**config.mk**
```make
export PLATFORM = sky130hd
export DESIGN_NAME = divider_restoring_param
export DESIGN_NICKNAME = d
export VERILOG_FILES = /design/src/rtl/divider_restoring_param.sv
export SDC_FILE = /design/constraint.sdc
export NUM_CORES = 1
export LEC_CHECK = 0
export CAP_MARGIN = 10
export CORE_UTILIZATION = 60
export CTS_BUF_LIST = sky130_fd_sc_hd__clkbuf_16
export DETAILED_ROUTE_END_ITERATION = 10
export DONT_BUFFER_PORTS = 1
export PLACE_DENSITY = 0.76
export RECOVER_POWER = 100
export SYNTH_ARGS = -nofsm -noshare
export SYNTH_HDL_FRONTEND = slang
export SYNTH_SLANG_ARGS = --single-unit
```
**constraint.sdc**
```tcl
create_clock -name Clk -period 3.2 [get_ports Clk]
set_input_delay 0.64 -clock Clk [delete_from_list [all_inputs] [get_ports Clk]]
set_output_delay 0.64 -clock Clk [all_outputs]
set_load 0.005 [all_outputs]
```
**src/rtl/divider_restoring_param.sv**
```systemverilog
// -----------------------------------------------------------------------------
// divider_restoring_param
//
// Fixed-latency restoring shift-subtract divider with a Start/Ack/CEN
// handshake and one-hot state outputs. A non-zero divide takes one start
// edge plus WIDTH CEN-enabled compute edges. Divide-by-zero skips COMPUTE
// and is flagged on DivByZero.
//
// Optional feature (compile-time macro):
//   DIVIDER_SIGNED_EN - two's complement operands and results. The divide
//                       runs on magnitudes. The quotient truncates toward
//                       zero and the remainder takes the dividend's sign.
//                       The sign fix-up is applied on the final step edge.
//
// Ports:
//   Clk        in   rising-edge clock
//   Reset      in   asynchronous, active-high reset
//   Xin        in   dividend (WIDTH)
//   Yin        in   divisor  (WIDTH)
//   Start      in   request, sampled only in INITIAL
//   Ack        in   result acknowledge, sampled only in DONE_S
//   CEN        in   step enable, only gates COMPUTE
//   Done       out  high while in DONE_S
//   Quotient   out  quotient register (WIDTH)
//   Remainder  out  remainder register (WIDTH)
//   DivByZero  out  divisor was zero at Start
//   Qi/Qc/Qd   out  one-hot state: INITIAL / COMPUTE / DONE_S
//
// States:
//   S_INIT | idle, previous result held, waiting for Start
//   S_COMP | one shift-subtract step per CEN-high edge, WIDTH steps total
//   S_DONE | result stable, waiting for Ack
// -----------------------------------------------------------------------------
module divider_restoring_param #(
    parameter int WIDTH = 8
) (
    input  logic             Clk,
    input  logic             Reset,
    input  logic [WIDTH-1:0] Xin,
    input  logic [WIDTH-1:0] Yin,
    input  logic             Start,
    input  logic             Ack,
    input  logic             CEN,
    output logic             Done,
    output logic [WIDTH-1:0] Quotient,
    output logic [WIDTH-1:0] Remainder,
    output logic             DivByZero,
    output logic             Qi,
    output logic             Qc,
    output logic             Qd
);

    localparam int CNT_W = $clog2(WIDTH + 1);

    typedef enum logic [2:0] {
        S_INIT = 3'b001,
        S_COMP = 3'b010,
        S_DONE = 3'b100
    } state_t;

    state_t           state_q, state_d;
    logic [WIDTH-1:0] dvd_q, dvd_d;
    logic [WIDTH-1:0] dvs_q, dvs_d;
    logic [WIDTH-1:0] quot_q, quot_d;
    logic [WIDTH-1:0] rem_q, rem_d;
    logic [CNT_W-1:0] cnt_q, cnt_d;
    logic             dbz_q, dbz_d;

    logic [WIDTH-1:0] x_mag, y_mag;
    logic [WIDTH:0]   part;
    logic [WIDTH:0]   diff;
    logic             ge;
    logic [WIDTH-1:0] quot_step, rem_step;
    logic [WIDTH-1:0] quot_fin, rem_fin;

`ifdef DIVIDER_SIGNED_EN
    logic negq_q, negq_d;
    logic negr_q, negr_d;

    assign x_mag    = Xin[WIDTH-1] ? -Xin : Xin;
    assign y_mag    = Yin[WIDTH-1] ? -Yin : Yin;
    assign quot_fin = negq_q ? -quot_step : quot_step;
    assign rem_fin  = negr_q ? -rem_step : rem_step;
`else
    assign x_mag    = Xin;
    assign y_mag    = Yin;
    assign quot_fin = quot_step;
    assign rem_fin  = rem_step;
`endif

    // Restoring step: the partial remainder is always below the divisor, so
    // the difference fits back into WIDTH bits whenever ge is set.
    assign part      = {rem_q, dvd_q[WIDTH-1]};
    assign diff      = part - {1'b0, dvs_q};
    assign ge        = (part >= {1'b0, dvs_q});
    assign rem_step  = ge ? diff[WIDTH-1:0] : part[WIDTH-1:0];
    assign quot_step = {quot_q[WIDTH-2:0], ge};

    always_comb begin
        state_d = state_q;
        dvd_d   = dvd_q;
        dvs_d   = dvs_q;
        quot_d  = quot_q;
        rem_d   = rem_q;
        cnt_d   = cnt_q;
        dbz_d   = dbz_q;
`ifdef DIVIDER_SIGNED_EN
        negq_d  = negq_q;
        negr_d  = negr_q;
`endif
        case (state_q)
            S_INIT: begin
                if (Start) begin
                    dvd_d  = x_mag;
                    dvs_d  = y_mag;
                    quot_d = '0;
                    rem_d  = '0;
                    cnt_d  = '0;
`ifdef DIVIDER_SIGNED_EN
                    negq_d = Xin[WIDTH-1] ^ Yin[WIDTH-1];
                    negr_d = Xin[WIDTH-1];
`endif
                    if (Yin == '0) begin
                        quot_d  = '1;
                        rem_d   = Xin;
                        dbz_d   = 1'b1;
                        state_d = S_DONE;
                    end else begin
                        dbz_d   = 1'b0;
                        state_d = S_COMP;
                    end
                end
            end
            S_COMP: begin
                if (CEN) begin
                    dvd_d = {dvd_q[WIDTH-2:0], 1'b0};
                    cnt_d = cnt_q + 1'b1;
                    if (cnt_q == CNT_W'(WIDTH - 1)) begin
                        quot_d  = quot_fin;
                        rem_d   = rem_fin;
                        state_d = S_DONE;
                    end else begin
                        quot_d  = quot_step;
                        rem_d   = rem_step;
                    end
                end
            end
            S_DONE: begin
                if (Ack) state_d = S_INIT;
            end
            default: state_d = S_INIT;
        endcase
    end

    always_ff @(posedge Clk or posedge Reset) begin
        if (Reset) begin
            state_q <= S_INIT;
            dvd_q   <= '0;
            dvs_q   <= '0;
            quot_q  <= '0;
            rem_q   <= '0;
            cnt_q   <= '0;
            dbz_q   <= 1'b0;
`ifdef DIVIDER_SIGNED_EN
            negq_q  <= 1'b0;
            negr_q  <= 1'b0;
`endif
        end else begin
            state_q <= state_d;
            dvd_q   <= dvd_d;
            dvs_q   <= dvs_d;
            quot_q  <= quot_d;
            rem_q   <= rem_d;
            cnt_q   <= cnt_d;
            dbz_q   <= dbz_d;
`ifdef DIVIDER_SIGNED_EN
            negq_q  <= negq_d;
            negr_q  <= negr_d;
`endif
        end
    end

    assign Qi        = (state_q == S_INIT);
    assign Qc        = (state_q == S_COMP);
    assign Qd        = (state_q == S_DONE);
    assign Done      = Qd;
    assign Quotient  = quot_q;
    assign Remainder = rem_q;
    assign DivByZero = dbz_q;

endmodule
```
==> impl_results.md, run 1 <==
* Clk slew on worst S/H paths at 0.06 ns
* Most common cell in the synthesized netlist: dfrtp_1
* Total CTS buffers at 5
* Synth cell types at 57
* Max-Cap Viols at 1
* Final instance area at 2480 sq um
* Critical Path End Type: flip-flop
* Post-Synth Adder-Cell Area at 0.0564
* Most instantiated cells after synthesis: 39 x dfrtp_1, 38 x nor2_1, 25 x nand2_1, 17 x a21oi_1, 14 x inv_1
* Final Slew Violations at 41
* CTS Hold Bufs at 0
* Setup crit start kind: flip-flop
* Max Root-Sink Buffers at 2
* Via count at 1,868
* Largest net degree at the start of global routing at 41
* Worst endpoint data arrival time at 2.79 ns
* CP required at 3.40 ns
* Met2 usage at 0.408
* Final min period at 2.59 ns
* Simple-Gate Fraction of Synth Area at 0.184
* Seq/Total Area, Yosys at 0.426
* Buf/Inv on CP at 1
* Ratio of cells with drive above 1 in the final layout at 0.0814
* CP peak stage delay at 0.57 ns
* Core area at 3720 sq um
* CTS tree: yes
* Row count at 22
* Critical path class: reg -> reg
* Net count, final at 288
* Die width at 64.6 um
* GRT Residual Overflow at 0
* H-tree levels at 2
* Antenna violations before repair at 0
* DP HPWL at 3650 um
* First-pass GRT wire length at 8510 um
* Final setup vio count at 0
* Hold WS at 0.468 ns
* GRT busiest layer: met2
* IO Count at 42
* Worst-skew pair later-pin latency at 0.29 ns
* Failing checks: max-capacitance violations, max-slew violations
* Pre-antenna DRT Iters at 4
* Largest family of logic cells by synthesized area: compound AO/OA/AOI/OAI gates
* Critical Path Fanout Max at 18
* Largest delay contributor family on the critical path: simple AND/OR/NAND/NOR gates
* Net Count, Synth at 291
* Initial core utilization at 0.633
* Share of the synthesized area in the top cell type at 0.415
* Grt met1 use at 0.370
* Height of the die at 64.6 um
* WL per Instance at 17.2 um
* CTS Sinks at 40
* CP cell instances: nor2_1, nand2_1, inv_1, nand2_1, o21a_1, o21ai_0, a22oi_1
* YS warnings at 0
* Top cell by count, worst path: nand2_1
* Compound-Gate Fraction of Synth Area at 0.241
* Vias per cell at 6.10
* Total inserted antenna cells at 0
* Buffers added on ports at 0
* Cell taking the most area after synthesis: dfrtp_1
* Synth Area in XOR/XNOR at 0.0112
* Remaining antenna violation count at 0
* Die area at 4170 sq um
* P&R area growth vs syn at 5.59%
* Cts repair resizes at 0
* GRT met3 Usage at 0.0651
* Multiplexer area fraction after synthesis at 0.0239
* Synth async-reset ratio at 1.00
* Synth top area cells: dfrtp_1 42%, nor2_1 6.1%, ha_1 4.8%, nand2_1 4.0%, a21oi_1 3.6%
* Max VDD drop at 0.642 mV
* Min-delay worst type: in -> reg
* RSZ-0062 raised after global routing: false
* Slew margin rel. at -0.437
* Mean Syn Cell Area at 9.04 sq um
* Post-synth EDFFs at 0
* Flop and latch count out of synthesis at 40
* Final setup TNS at 0 ns
* Clock Skews at 0.00832 ns
* Post-Route WL at 5250 um
* GPL Wtd Cong at 1.01
* Post-CTS Setup Repair Bufs at 0
* Tot GR Track Use at 0.269
* Final Hold Fails at 0
* Fill cells at 314
* Outcome: finished with violations
* Leakage power at 1.09 nW
* Cells after Synth at 260
* DRT iter0 DRCs at 132
* Crit path max-delay cell type: dfstp_1
* DRC Markers at 0
* Final Cycle Share at 0.810
* Vias in the first global route at 1,758
* CTS root buf: clkbuf_16
* Syn Std Cell Area at 2350 sq um
* Fmax at 386 MHz
* Worst-Margin Slew at 2.16 ns
* Ys flop type: dfrtp_1
* Pwr Density at 1170 nW/um^2
* Placed cell areas at 2350 sq um
[cell families after synthesis]
family                   count (synthesis)
AND/OR/NAND/NOR                         92
multiplexers                             5
adder cells (fa/ha/maj)                 10
AO/OA/AOI/OAI                           83
XOR/XNOR                                 3
buffers and inverters                   27
flip-flops                              40
[area by class of cell]
class	instances	area [sq um]	area share
multi-input combinational	193	1210	0.488
sequential	40	1000	0.404
clock buffer	5	125	0.0504
tap	48	60.1	0.0242
inverter	15	56.3	0.0227
clock inverter	3	16.3	0.00655
timing repair buffer	2	11.3	0.00454
[registers in the layout, summed over array words and instances (netlist names)]
| signal | flops |
|---|---|
| DivByZero | 1 |
| cnt_q | 4 |
| Remainder | 8 |
| dvs_q | 8 |
| dvd_q | 8 |
| state_q | 3 |
| Quotient | 8 |
[metrics by stage]
stage,utilization,worst slack (ns),cells,power [mW]
finish,0.668,0.609,306,2.90
global route,0.668,0.437,306,3.13
CTS,0.670,0.832,306,2.93
detailed placement,0.632,0.869,298,2.43
global placement,0.632,0.912,298,2.40
floorplan,-,1.24,260,2.16
[worst paths after layout]
path,slack (ns),cells past startpoint,end,from
min,0.47,2,dvs_q[0],Yin[0]
min reg2reg,0.51,2,DivByZero,DivByZero
min in group asynchronous,1.03,2,DivByZero,Reset
max in group asynchronous,0.94,2,dvs_q[1],Reset
max reg2reg,0.61,7,Remainder[0],state_q[0]
max,0.61,7,Remainder[0],state_q[0]
[report_power, final]
| part | switching (mW) | total, mW | leakage, nW | internal [mW] |
|---|---|---|---|---|
| sequential | 0.184 | 0.910 | 0.493 | 0.726 |
| clock | 0.207 | 0.492 | 0.0710 | 0.285 |
| combinational | 0.893 | 1.50 | 0.526 | 0.607 |
[cells in the final DEF, fill, tap and decap left out, types with 2 or more instances in the layout]
cell type and instances:
ha_1 9, nor2b_1 5, inv_1 16, nor3b_1 2, or3_1 2, o21bai_1 2, nand2_1 25, a21o_1 3
o22ai_1 7, a22oi_1 2, o211ai_1 2, nand3_1 4, a211oi_1 4, o21ai_0 19, a21oi_2 2, nand3b_1 2
nor3_1 4, a22o_1 2, o21a_1 3, a21oi_1 17, mux2i_1 3, dfrtp_1 39, a31oi_1 5, clkbuf_16 5
or4_4 2, and2_0 2, nor2_1 38, xor2_1 2, o31a_1 2
[per-layer routing]
layer,vias up,part of all wire,wire length (um)
li1,923,-,-
met1,867,0.45,2360
met2,69,0.44,2340
met3,9,0.090,471
met4,0,0.016,82
met5,-,0,0
Note: power is estimated with default switching activity, not from simulation.
==> inputs of run 2 (changes only) <==
Clock period 3.2 ns to 2.4 ns, I/O delays scaled along.
==> run 2 against run 1 <==
The flow now finishes without violations; final area is 1.5% higher; clock power is 29% higher; utilization is 0.98 points higher; setup slack worse by 0.43 ns; global-route usage is 2.7 points higher; routed wire length is 4.3% higher; fmax is 17% higher; sequential cell count stayed put; first-iteration DRC count is 19% higher; critical path depth is 1 lower; register-to-register slack worse by 0.43 ns.
==> impl_results.md, run 2 (synthesized netlist as in run 1, its figures left out) <==
* Leakage power at 1.13 nW
* Net count, final at 294
* Max Root-Sink Buffers at 2
* Final Cycle Share at 0.925
* Commonest non-fill, non-tap cells in the layout: 39 x dfrtp_1, 38 x nor2_1, 25 x nand2_1
* CTS Sinks at 40
* Hold Path Depth at 2
* Outcome: finished, final reports clean
* Worst Setup SP: Remainder[6]
* Height of the die at 64.6 um
* GPL Wtd Cong at 1.03
* Die area at 4170 sq um
* Critical Path End Type: flip-flop
* Post-Route WL at 5480 um
* Min-delay worst type: in -> reg
* Pwr Density at 1580 nW/um^2
* Vias in the first global route at 1,939
* Die width at 64.6 um
* DRC Markers at 0
* CTS Hold Bufs at 0
* P&R area growth vs syn at 7.13%
* Worst R2R Start: Remainder[6]
* GRT Residual Overflow at 0
* Row count at 22
* Final setup TNS at 0 ns
* DRT iter0 DRCs at 157
* Post-CTS Setup Repair Bufs at 0
* IO Count at 42
* Final setup vio count at 0
* Largest net degree at the start of global routing at 41
* Most common cell after layout, fill and taps aside: dfrtp_1
* Clk slew on worst S/H paths at 0.05 ns
* Worst-skew pair later-pin latency at 0.29 ns
* Slew margin rel. at 0.335
* Tot GR Track Use at 0.296
* Pre-antenna DRT Iters at 4
* Worst R2R Path Depth at 6
* RSZ-0062 raised after global routing: false
* Vias per cell at 6.20
* Critical Path Fanout Max at 9
* CTS tree: yes
* Via count at 1,935
* Remaining antenna violation count at 0
* First-pass GRT wire length at 9180 um
* Final min period at 2.22 ns
* Max-Cap Viols at 0
* Fmax at 450 MHz
* WL per Instance at 17.6 um
* Setup crit start kind: flip-flop
* Initial core utilization at 0.633
* CP required at 2.60 ns
* DP Cell Count at 304
* H-tree levels at 2
* Ratio of cells with drive above 1 in the final layout at 0.0985
* Core area at 3720 sq um
* DP HPWL at 3810 um
* Total CTS buffers at 5
* CTS root buf: clkbuf_16
* Final instance area at 2520 sq um
* Hold WS at 0.311 ns
* Clock Skews at 0.00754 ns
* Buffers added on ports at 0
* Cts repair resizes at 0
* Worst-Margin Slew at 0.998 ns
* Max VDD drop at 0.922 mV
* Critical path class: reg -> reg
* Non-filler cells, final at 312
* Final Hold Fails at 0
* Final Slew Violations at 0
* Placed cell areas at 2390 sq um
* Antenna violations before repair at 0
* Worst hold start: Yin[0]
* Worst endpoint data arrival time at 2.42 ns
* Total inserted antenna cells at 0
run 2: area by class of cell:
| class | instances | area, sq um |
|---|---|---|
| clock buffer | 5 | 125 |
| clock inverter | 3 | 12.5 |
| fill | 315 | 1200 |
| inverter | 15 | 56.3 |
| multi-input combinational | 193 | 1210 |
| sequential | 40 | 1000 |
| tap | 48 | 60.1 |
| timing repair buffer | 8 | 51.3 |
run 2: final timing paths:
path,to,slack (ns)
worst max-delay path,Remainder[1],0.18
worst min-delay path,dvs_q[0],0.31
worst max register to register,Remainder[1],0.18
worst min register to register,dvd_q[7],0.51
max in group asynchronous,Remainder[7],1.39
min in group asynchronous,cnt_q[3],0.39
run 2: where the power goes:
part / total, mW / switching, mW / internal (mW)
clock network: 0.633 / 0.257 / 0.375
registers: 1.22 / 0.246 / 0.969
logic: 2.14 / 1.24 / 0.893
run 2: per-stage QoR:
| stage | worst slack [ns] | util | total power, mW |
|---|---|---|---|
| after global routing | 0.0442 | 0.678 | 4.32 |
| after CTS | 0.198 | 0.681 | 4.00 |
| after floorplan | 0.440 | - | 2.88 |
| after global placement | 0.279 | 0.644 | 3.29 |
| final | 0.180 | 0.678 | 3.98 |
| after detailed placement | 0.215 | 0.644 | 3.34 |
run 2: critical path, cell delays in order (launching register included):
cell	delay (ns)
dfrtp_1	0.44
ha_1	0.40
nand3_1	0.17
o211ai_2	0.30
a21o_1	0.33
mux2_4	0.34
o22ai_2	0.15
run 2: layer usage:
| metal | part of all wire | GRT usage | up-vias |
|---|---|---|---|
| li1 | - | - | 936 |
| met1 | 0.44 | 0.402 | 918 |
| met2 | 0.46 | 0.453 | 65 |
| met3 | 0.074 | 0.0669 | 16 |
| met4 | 0.027 | 0.131 | 0 |
| met5 | 0 | 0 | - |
==> inputs of run 3 (changes only) <==
Settings changed: MAX_ROUTING_LAYER set to met4.
==> run 3 against run 2 <==
Final area increased by 1.1%; critical path depth unchanged; combinational power about the same; critical endpoint unchanged; largest power group unchanged; highest routed layer unchanged.
==> impl_results.md, run 3 (synthesized netlist as in run 1, its figures left out) <==
* Fmax at 448 MHz
* Final instance area at 2550 sq um
* Worst Setup SP: Remainder[6]
* Min-delay worst type: in -> reg
* Vias in the first global route at 1,898
* Fill cells at 297
* Placed cell areas at 2390 sq um
* Final Cycle Share at 0.931
* Switching power at 1.76 mW
* Comb pwr share at 0.520
* DRC Markers at 0
* Hold worst-path end: dvs_q[2]
* Slew margin rel. at 0.316
* CTS Hold Bufs at 0
* Total inserted antenna cells at 0
* Final Slew Violations at 0
* Area of the multi-input gates at 1210 sq um
* Commonest non-fill, non-tap cells in the layout: 39 x dfrtp_1, 38 x nor2_1, 25 x nand2_1
* Row count at 22
* CTS root buf: clkbuf_16
* Post-Route WL at 5370 um
* First-pass GRT wire length at 8900 um
* Largest delay contributor family on the critical path: compound AO/OA/AOI/OAI gates
* Setup crit start kind: flip-flop
* Net count, final at 294
* Final Hold Fails at 0
* Pwr Density at 1610 nW/um^2
* Worst R2R Start: Remainder[6]
* RSZ-0062 raised after global routing: false
* CP cell instances: ha_1, nand3_1, o211ai_2, a21o_1, mux2_4, o22ai_2
* Antenna violations before repair at 0
* Initial core utilization at 0.633
* Switching Share at 0.429
* CP required at 2.61 ns
* Via count at 1,917
* Final setup TNS at 0 ns
* DRT iter0 DRCs at 125
* Clk slew on worst S/H paths at 0.06 ns
* CP peak stage delay at 0.44 ns
* Most common cell after layout, fill and taps aside: dfrtp_1
* Die area at 4170 sq um
* Tot GR Track Use at 0.297
* Int Pwr at 2.35 mW
* Vias per cell at 6.14
* Post-CTS Setup Repair Bufs at 0
* P&R area growth vs syn at 8.30%
* H-tree levels at 2
* Max VDD drop at 1.01 mV
* Max-Cap Viols at 0
* Remaining antenna violation count at 0
* Total power at 4.11 mW
* Cts repair resizes at 0
* Leakage power at 1.13 nW
* Clock Skews at 0.00779 ns
* Hold Path Depth at 2
* Crit path max-delay cell type: dfrtp_1
* Clock group share of total power at 0.186
* Post-layout util at 0.685
* Worst hold start: Yin[2]
* Total CTS buffers at 5
* WL per Instance at 17.2 um
* Pre-antenna DRT Iters at 4
* Buffers added on ports at 0
* Outcome: finished, final reports clean
* Height of the die at 64.6 um
* Worst-Margin Slew at 1.03 ns
* Core area at 3720 sq um
* Worst R2R Path Depth at 6
* CTS Sinks at 40
* Final min period at 2.23 ns
* Die width at 64.6 um
* GPL Wtd Cong at 1.05
* Reg-to-Reg End: Remainder[1]
* Hold WS at 0.317 ns
* Ratio of cells with drive above 1 in the final layout at 0.102
* DP HPWL at 3820 um
* Worst endpoint data arrival time at 2.44 ns
* Critical Path Fanout Max at 9
* Flop-to-flop setup slack at 0.17 ns
* Sequential power share at 0.294
* IO Count at 42
* Buf/Inv on CP at 0
* Final setup vio count at 0
* Register Area at 1000 sq um
* Critical path class: reg -> reg
* Worst-skew pair later-pin latency at 0.29 ns
* Largest net degree at the start of global routing at 41
* GRT Residual Overflow at 0
* Max Root-Sink Buffers at 2
* Critical Path End Type: flip-flop
* CTS tree: yes
==> run 3: worst max path at each step <==
stage                              end  slack (ns)  cells past startpoint
final                     Remainder[1]        0.17                      6
after detailed placement  Remainder[1]        0.17                      6
after global routing      Remainder[1]       0.005                      6
after CTS                 Remainder[1]        0.17                      6
after floorplan           Remainder[1]        0.44                      7
after global placement    Remainder[1]        0.28                      6
==> run 3: cell type report <==
cell class                      count  share of cell area
Sequential cell                    40               0.394
Tap cell                           48              0.0236
Clock inverter                      3              0.0167
Clock buffer                        5              0.0491
Inverter                           15              0.0221
Multi-Input combinational cell    193               0.476
Timing Repair Buffer                8              0.0192
==> run 3: layer usage <==
| metal | wire (um) | GRT usage |
|---|---|---|
| met1 | 2440 | 0.404 |
| met2 | 2460 | 0.421 |
| met3 | 361 | 0.0863 |
| met4 | 102 | 0.108 |
| met5 | 0 | - |
==> run 3: metrics by stage <==
step | setup slack (ns) | std cells
6_report | 0.166 | 312
4_1_cts | 0.173 | 312
2_1_floorplan | 0.440 | 260
3_3_place_gp | 0.283 | 304
3_5_place_dp | 0.174 | 304
5_1_grt | 0.00526 | 312
==> run 3: power by group through the flow <==
stage,clock [mW],sequential [mW],combinational (mW)
floorplan,0,1.16,1.72
CTS,0.769,1.21,2.15
global placement,0,1.21,2.07
detailed placement,0,1.22,2.12
finish,0.764,1.21,2.14
global route,0.792,1.25,2.39
